--- config.mk ---
export PLATFORM = sky130hd
export DESIGN_NAME = serial_subtractor_flat
export DESIGN_NICKNAME = d
export VERILOG_FILES = /design/src/rtl/serial_subtractor_if.sv /design/src/rtl/serial_subtractor.sv /design/src/flat_wrapper.sv
export SDC_FILE = /design/constraint.sdc
export NUM_CORES = 1
export LEC_CHECK = 0
export CORE_AREA = 5 5 63 65
export CTS_BUF_LIST = sky130_fd_sc_hd__clkbuf_8
export DETAILED_ROUTE_END_ITERATION = 10
export DIE_AREA = 0 0 68 70
export PLACE_DENSITY = 0.75
export SYNTH_ARGS = -nofsm -noshare
export SYNTH_HDL_FRONTEND = slang
export SYNTH_SLANG_ARGS = --single-unit
--- constraint.sdc ---
create_clock -name clk -period 1.75 [get_ports clk]
set_clock_uncertainty 0.2 [all_clocks]
set_input_delay 0.525 -clock clk [delete_from_list [all_inputs] [get_ports clk]]
set_output_delay 0.525 -clock clk [all_outputs]
set_load 0.01 [all_outputs]
--- src/rtl/serial_subtractor_if.sv ---
// Handshake and result bundle for the bit-serial subtractor.
// The master side issues operands; the slave side returns results.
interface serial_subtractor_if #(
    parameter int WIDTH = 8
);
    logic             start;
    logic [WIDTH-1:0] a;
    logic [WIDTH-1:0] b;
    logic             busy;
    logic             diff_bit;
    logic             diff_valid;
    logic [WIDTH-1:0] diff;
    logic             borrow;
    logic             done;

    modport master (
        output start, a, b,
        input  busy, diff_bit, diff_valid, diff, borrow, done
    );

    modport slave (
        input  start, a, b,
        output busy, diff_bit, diff_valid, diff, borrow, done
    );
endinterface

--- src/rtl/serial_subtractor.sv ---
// Bit-serial unsigned subtractor, LSB first, one bit per clock.
// Borrow is carried by a two-state Mealy machine between bits.
module serial_subtractor #(
    parameter int WIDTH = 8
) (
    input  logic               clk,
    input  logic               reset,
    serial_subtractor_if.slave bus
);
    localparam int CW = (WIDTH > 1) ? $clog2(WIDTH) : 1;
    localparam logic [CW-1:0] LAST = CW'(WIDTH - 1);

    typedef enum logic { IDLE, RUN } state_t;
    typedef enum logic { BR0, BR1 } br_t;

    state_t           state;
    br_t              br;
    logic [WIDTH-1:0] sa;
    logic [WIDTH-1:0] sb;
    logic [WIDTH-1:0] diff_q;
    logic [CW-1:0]    cnt;
    logic             dbit_q;
    logic             valid_q;
    logic             borrow_q;
    logic             done_q;

    logic ai;
    logic bi;
    logic bin;
    logic dbit;
    logic bout;

    // Full-subtractor cell on the current operand LSBs and borrow state.
    always_comb begin
        ai   = sa[0];
        bi   = sb[0];
        bin  = (br == BR1);
        dbit = ai ^ bi ^ bin;
        bout = (~ai & bi) | (~(ai ^ bi) & bin);
    end

    // Control FSM, borrow machine and datapath registers.
    always_ff @(posedge clk) begin
        if (reset) begin
            state    <= IDLE;
            br       <= BR0;
            sa       <= '0;
            sb       <= '0;
            cnt      <= '0;
            diff_q   <= '0;
            dbit_q   <= 1'b0;
            valid_q  <= 1'b0;
            borrow_q <= 1'b0;
            done_q   <= 1'b0;
        end else begin
            valid_q <= 1'b0;
            done_q  <= 1'b0;
            unique case (state)
                IDLE: begin
                    if (bus.start) begin
                        sa     <= bus.a;
                        sb     <= bus.b;
                        cnt    <= '0;
                        diff_q <= '0;
                        br     <= BR0;
                        state  <= RUN;
                    end
                end
                RUN: begin
                    dbit_q      <= dbit;
                    valid_q     <= 1'b1;
                    diff_q[cnt] <= dbit;
                    br          <= bout ? BR1 : BR0;
                    sa          <= {1'b0, sa[WIDTH-1:1]};
                    sb          <= {1'b0, sb[WIDTH-1:1]};
                    cnt         <= cnt + 1'b1;
                    if (cnt == LAST) begin
                        borrow_q <= bout;
                        done_q   <= 1'b1;
                        state    <= IDLE;
                    end
                end
                default: state <= IDLE;
            endcase
        end
    end

    assign bus.busy       = (state == RUN);
    assign bus.diff_bit   = dbit_q;
    assign bus.diff_valid = valid_q;
    assign bus.diff       = diff_q;
    assign bus.borrow     = borrow_q;
    assign bus.done       = done_q;
endmodule

--- src/flat_wrapper.sv ---
// flat-port wrapper written by rule: the top's interface ports become plain ports
module serial_subtractor_flat 
#(
    parameter int WIDTH = 8
)
  (clk, reset, bus_start, bus_a, bus_b, bus_busy, bus_diff_bit, bus_diff_valid, bus_diff, bus_borrow, bus_done);
  serial_subtractor_if #(.WIDTH(WIDTH)) bus_i ();
  input  logic clk;
  input  logic reset;
  input wire logic [$bits(bus_i.start)-1:0] bus_start;
  input wire logic [$bits(bus_i.a)-1:0] bus_a;
  input wire logic [$bits(bus_i.b)-1:0] bus_b;
  output wire logic [$bits(bus_i.busy)-1:0] bus_busy;
  output wire logic [$bits(bus_i.diff_bit)-1:0] bus_diff_bit;
  output wire logic [$bits(bus_i.diff_valid)-1:0] bus_diff_valid;
  output wire logic [$bits(bus_i.diff)-1:0] bus_diff;
  output wire logic [$bits(bus_i.borrow)-1:0] bus_borrow;
  output wire logic [$bits(bus_i.done)-1:0] bus_done;
  assign bus_i.start = bus_start;
  assign bus_i.a = bus_a;
  assign bus_i.b = bus_b;
  assign bus_busy = bus_i.busy;
  assign bus_diff_bit = bus_i.diff_bit;
  assign bus_diff_valid = bus_i.diff_valid;
  assign bus_diff = bus_i.diff;
  assign bus_borrow = bus_i.borrow;
  assign bus_done = bus_i.done;
  serial_subtractor #(.WIDTH(WIDTH)) u_core (.clk(clk), .reset(reset), .bus(bus_i));
endmodule
### Word-level counts from Yosys, hierarchy flattened

Index checks and enable logic that the tools add are counted.

| word-level totals | value |
|---|---|
| bits in registers | 33 |
| latch bits | 0 |
| bits in writable memories | 0 |
| bits in read-only memories | 0 |
| bits of input ports | 19 |
| output and inout port bits | 13 |
| logic and storage cells | 45 |
| memories kept | 0 |

| operators by class | value |
|---|---|
| add/subtract/negate cells | 1 |
| $mul | 0 |
| div/mod/pow operators | 0 |
| magnitude comparators | 2 |
| eq/ne operators | 2 |
| shift operators | 0 |
| mux-type cells | 19 |
| bitwise operators | 8 |
| reductions and logical operators | 3 |

Operators with widths:

| operator | number |
|---|---|
| one-hot mux 8 bit (2 select lines) | 3 |
| 2-to-1 mux 8 bit | 3 |
| bitwise mux 8 bit | 1 |
| 2-to-1 mux 1 bit | 7 |
| one-hot mux 3 bit (2 select lines) | 1 |
| less-than comparator 3 x 4 -> 1 bit (second input constant) | 1 |
| one-hot mux 1 bit (2 select lines) | 2 |
| adder 3 x 1 -> 3 bit (second input constant) | 1 |
| demux 1 bit (select 3 bit) | 1 |
| == test 3 bit (second input constant) | 1 |
| greater-or-equal comparator 3 x 1 -> 1 bit (second input constant) | 1 |
| 2-to-1 mux 3 bit | 1 |
| NOT 1 bit | 3 |
| bitwise AND 1 bit | 2 |
| inequality test 2 bit (second input constant) | 1 |
| AND reduction 2 bit | 1 |
| OR reduction 2 bit | 1 |
| bitwise XOR 1 bit | 2 |
| logical AND 1 bit | 1 |
| bitwise OR 1 bit | 1 |

### Depth between registers and ports, before layout

| depth | value |
|---|---|
| depth in word-level cells | 6 |
| gate-level depth with buffers | 6 |
| mapped depth without buffers | 5 |

### Worst setup path before layout

No wires, ideal clock.

| path | value |
|---|---|
| kind | register to register |
| start | register u_core.br (netlist: u_core.bin) |
| end | register u_core.diff_q[1] (netlist: u_core.bus.diff[1]) |
| setup time | 59 ps |
| arrival time | 1,402 ps |
| required time | 1,491 ps |
| setup slack | 89 ps |
| cell stages (with the launch flop) | 7 |
| buffers on the path | 1 |
| clock period less this slack | 1,661 ps |
| cells stage by stage | dfxtp_1 > inv_1 > fa_1 > nand2b_1 > buf_2 > nor4_1 > a31o_1 |

| between the ends | value |
|---|---|
| longest elaborated chain between the ends | 3 |

Ends and longest elaborated chain:

| item | line | RTL |
|---|---|---|
| start: declaration | serial_subtractor.sv:17 | `br_t br;` |
| start signal: assignment | serial_subtractor.sv:73 | `br <= bout ? BR1 : BR0;` |
| bitwise XOR 1 bit | serial_subtractor.sv:38 | `dbit = ai ^ bi ^ bin;` |
| net u_core.dbit | serial_subtractor.sv:30 | `logic dbit;` |
| bitwise mux 8 bit | serial_subtractor.sv:72 | `diff_q[cnt] <= dbit;` |
| one-hot mux 8 bit (2 select lines) | serial_subtractor.sv:58 | `unique case (state)` |
| end signal: indexed assignment | serial_subtractor.sv:72 |  |
| end: declaration | serial_subtractor.sv:20 | `logic [WIDTH-1:0] diff_q;` |

The timed path passes the listed nets, and every way through them passes these cells.
A chain may end at the register's enable or synchronous reset.

### Final worst setup path

| path | value |
|---|---|
| start | input reset |
| end | register u_core.done_q (netlist: u_core.bus.done) |

| between the ends | value |
|---|---|
| longest elaborated chain between the ends | 1 |

Ends and longest elaborated chain:

| item | line | RTL |
|---|---|---|
| start: declaration | flat_wrapper.sv:9 | `input logic reset;` |
| OR reduction 2 bit (no line) | -- |  |
| end signal: assignment | serial_subtractor.sv:54 | `done_q <= 1'b0;` |
| end signal: assignment | serial_subtractor.sv:57 | `done_q <= 1'b0;` |
| end signal: assignment | serial_subtractor.sv:79 | `done_q <= 1'b1;` |
| end: declaration | serial_subtractor.sv:25 | `logic done_q;` |

Every way passes these cells.

==> results.sh <==
export IMPL_status="complete, no violations"
export IMPL_r2r_end="u_core.bus.diff[1]$_SDFFE_PP0P_"
export IMPL_finish_net_count=199
export IMPL_grt_antenna_before_repair=0
export IMPL_required_ps=1730
export IMPL_power_clock_fraction_pct=33.1
export IMPL_wl_met1_um=1256
export IMPL_sw_frac_of_total_pct=25.58
export IMPL_final_max_slew_viol_count=0
export IMPL_postRouteWirelength_um=2987
export IMPL_via_count_of_the_first_global_routing_pass=1112
export IMPL_synth_top_area_share_pct=44.41
export IMPL_placement_setup_worst_slack_ps=-216.0
export IMPL_leakage_nw=0.8014
export IMPL_core_area_um2=3284
export IMPL_final_cell_mix="33 x sky130_fd_sc_hd__dfxtp_1, 26 x sky130_fd_sc_hd__nor2_1, 18 x sky130_fd_sc_hd__clkdlybuf4s50_1"
export IMPL_postSynthNetCount=168
export IMPL_worstSetupPathType="primary input to flop"
export IMPL_detail_route_wl_per_cell_um=13.33
export IMPL_cp_start_kind="primary input"
export IMPL_period_share_pct=95.52
export IMPL_tightestPinTransition_ps=388.2
export IMPL_global_route_usage_total_pct=13.86
export IMPL_die_w_um=68
export IMPL_cellInternalPower_mw=1.186
export IMPL_synth_largest_area_cell="sky130_fd_sc_hd__dfxtp_1"
export IMPL_power_switching_uw=407.6
export IMPL_rows=21
export IMPL_initial_cell_density_of_the_core_pct=45.30
export IMPL_buffer_count_from_post_cts_setup_fixing=0
export IMPL_timing_max_slew_rel_slack_pct=74.09
export IMPL_antennaDiodeCount=0
export IMPL_netlist_area_um2=1488
export IMPL_worstPathCellList="clkdlybuf4s50_1 > buf_4 > nor2_1 > and2_1"
export IMPL_period_minus_slack_ps=1672
export IMPL_critPathMaxFanout=24
export IMPL_seqPwrFrac_pct=51.3
export IMPL_max_cap_viol_count=0
export IMPL_cts_sink_cnt=33
export IMPL_setup_tns_final_ps=0
export IMPL_die_height_um=70
export IMPL_top_signal_layer_used="met4"
export IMPL_postRouteAntennaNets=0
export IMPL_yosys_register_bits=33
export IMPL_dr_pass1_iters=4
export IMPL_peakVddDrop_mv=0.4538
export IMPL_layout_core_utilization_pct=58.48
export IMPL_final_hold_violation_count=0
export IMPL_final_hold_worst_slack_ps=268.4
export IMPL_share_comb_of_total_power_pct=15.6
export IMPL_timing_critical_path_slowest_stage_cell="sky130_fd_sc_hd__clkdlybuf4s50_1"
export IMPL_place_detailed_hpwl_um=2183
export IMPL_postPlaceCellArea_um2=1834
export IMPL_tritoncts="done"
export IMPL_maximum_number_of_pins_on_one_net_before_global_route_repair=29
export IMPL_wire_length_of_the_first_global_routing_pass_um=4905
export IMPL_clk_insertion_delay_late_ps=290
export IMPL_critical_path_startpoint="reset"
export IMPL_footprint_of_the_multi_input_gates_um2=752.0
export IMPL_final_layout_size_suffix_gt1_share_pct=15.73
export IMPL_max_freq_ghz=0.5982
export IMPL_postCtsHoldBufs=0
export IMPL_worst_case_reg_to_reg_path_depth=5
export IMPL_met3_length_um=190
export IMPL_fp_dieArea_um2=4760
export IMPL_synthesis_instances=146
export IMPL_io_pins=32
export IMPL_max_stage_delay_ps=540
export IMPL_gp_routability_congestion=0.7394
export IMPL_worst_setup_path_endpoint="u_core.bus.done$_SDFF_PP0_"
export IMPL_cts_buffers_inserted=5
export IMPL_area_delta_synth_final_pct=29.10
export IMPL_met2WireLength_um=1483
export IMPL_seqCellArea_um2=660.6
export IMPL_worstReg2RegStart="u_core.bin$_SDFFE_PP0P_"
export IMPL_finish_instance_area_um2=1921
export IMPL_final_common_cell="sky130_fd_sc_hd__dfxtp_1"
export IMPL_yosys_cell_types_count=28
export IMPL_synth_top_cells_by_area="sky130_fd_sc_hd__dfxtp_1 44%, sky130_fd_sc_hd__mux2i_1 11%, sky130_fd_sc_hd__a211oi_2 8.4%"
export IMPL_cellPowerDensity_nw_per_um2=829.7
export IMPL_globalRouteOverflowTotal=0
export IMPL_detailedRoute_firstIterationViolations=73
export IMPL_grt_setup_unrepaired="false"
export IMPL_placement_io_buffers=31
export IMPL_htree_levels=2
export IMPL_number_of_buffers_on_the_longest_clock_path=2
export IMPL_worst_slack_ps=78.32
export IMPL_post_drt_via_cell_ratio=5.219
export IMPL_drcViolationCount=0
export IMPL_cts_root_buf="sky130_fd_sc_hd__clkbuf_8"
export IMPL_route_vias_total=1169
export IMPL_regToRegSetupSlack_ps=100
export IMPL_endpoint_kind="flop"
export IMPL_clkSlewWorstSetupHoldPaths_ps=60
export IMPL_cp_data_arrival_time_ps=1650
export IMPL_postSynthAreaPerCell_um2=10.19
export IMPL_setup_viol=0
export IMPL_seq_area_frac_synth_pct=44.41
export IMPL_fill_cells=297
export IMPL_min_path_type="flop to flop"
export IMPL_ys_warns=0
through the flow:
stage                     total power, mW  std cells
after floorplan                    0.9888        146
after global placement              1.071        216
after detailed placement            1.080        216
after CTS                           1.610        224
after global routing                1.674        224
final                               1.594        224
sequential cells by signal, summed over array words and instances, names as in the netlist:
| register | count |
|---|---|
| u_core.bin | 1 |
| u_core.bus.borrow | 1 |
| u_core.bus.busy | 1 |
| u_core.bus.diff | 8 |
| u_core.bus.diff_bit | 1 |
| u_core.bus.diff_valid | 1 |
| u_core.bus.done | 1 |
| u_core.cnt | 3 |
| u_core.sa | 8 |
| u_core.sb | 8 |
Yosys cell counts (all sizes together):
cell and count:
a31o 8, inv 3, and2 1, mux2i 17, nand4bb 2, nor4 2, o31a 1, a21oi 5
ha 2, a311oi 1, dfxtp 33, nand2 2, nand2b 3, nor3 2, fa 1, nor2 26
nand4b 3, clkbuf 4, nand4 1, a211oi 15, buf 10, nor3b 2, or3 2
final cells by class:
type | count | share of cell area, %
tap | 46 | 2.997
timing repair buffer | 38 | 18.70
multi-input combinational | 96 | 39.15
clock buffer | 5 | 3.583
sequential | 33 | 34.40
inverter | 3 | 0.5863
clock inverter | 3 | 0.5863
worst min path at each step:
stage	start	end	slack, ps	cells past startpoint
2_1_floorplan	u_core.sa[1]$_SDFFE_PP0P_	u_core.sa[0]$_SDFFE_PP0P_	260	2
3_3_place_gp	u_core.bus.diff[6]$_SDFFE_PP0P_	u_core.bus.diff[6]$_SDFFE_PP0P_	260	1
3_5_place_dp	u_core.bus.diff[7]$_SDFFE_PP0P_	u_core.bus.diff[7]$_SDFFE_PP0P_	260	1
4_1_cts	u_core.bus.diff[7]$_SDFFE_PP0P_	u_core.bus.diff[7]$_SDFFE_PP0P_	270	1
5_1_grt	u_core.bus.diff[1]$_SDFFE_PP0P_	u_core.bus.diff[1]$_SDFFE_PP0P_	290	1
6_report	u_core.bus.diff[1]$_SDFFE_PP0P_	u_core.bus.diff[1]$_SDFFE_PP0P_	270	1
logic make-up after synthesis:
kind of cell | synth area share, %
DFF | 44.41
AOI/OAI and AO/OA | 18.76
adders and majority gates | 3.028
buffers and inverters | 6.560
muxes | 11.44
and+or+nand+nor | 15.81
power by group through the flow:
| stage | sequential [mW] | clock [mW] | combinational [mW] |
|---|---|---|---|
| after global routing | 0.823 | 0.580 | 0.271 |
| final | 0.818 | 0.528 | 0.248 |
| after detailed placement | 0.834 | 0 | 0.246 |
| after global placement | 0.833 | 0 | 0.239 |
| after floorplan | 0.829 | 0 | 0.160 |
| after CTS | 0.817 | 0.549 | 0.244 |
layer usage:
| layer | GRT usage, % | vias up |
|---|---|---|
| li1 | - | 589 |
| met1 | 15.52 | 541 |
| met2 | 21.52 | 33 |
| met3 | 4.327 | 6 |
| met4 | 9.934 | 0 |
| met5 | 0 | - |
worst max-delay path: cells and delay by family:
kind          cells  cell delay (ps)
simple gates      2              260
buf+inv           2              870
what timing repair did:
action                     4_1_cts  5_1_grt
gates resized for setup         14        4
pin swaps                        0        0
setup endpoints to repair       15        2
cloned                           0        0
Power figures use the tool's default switching activity.
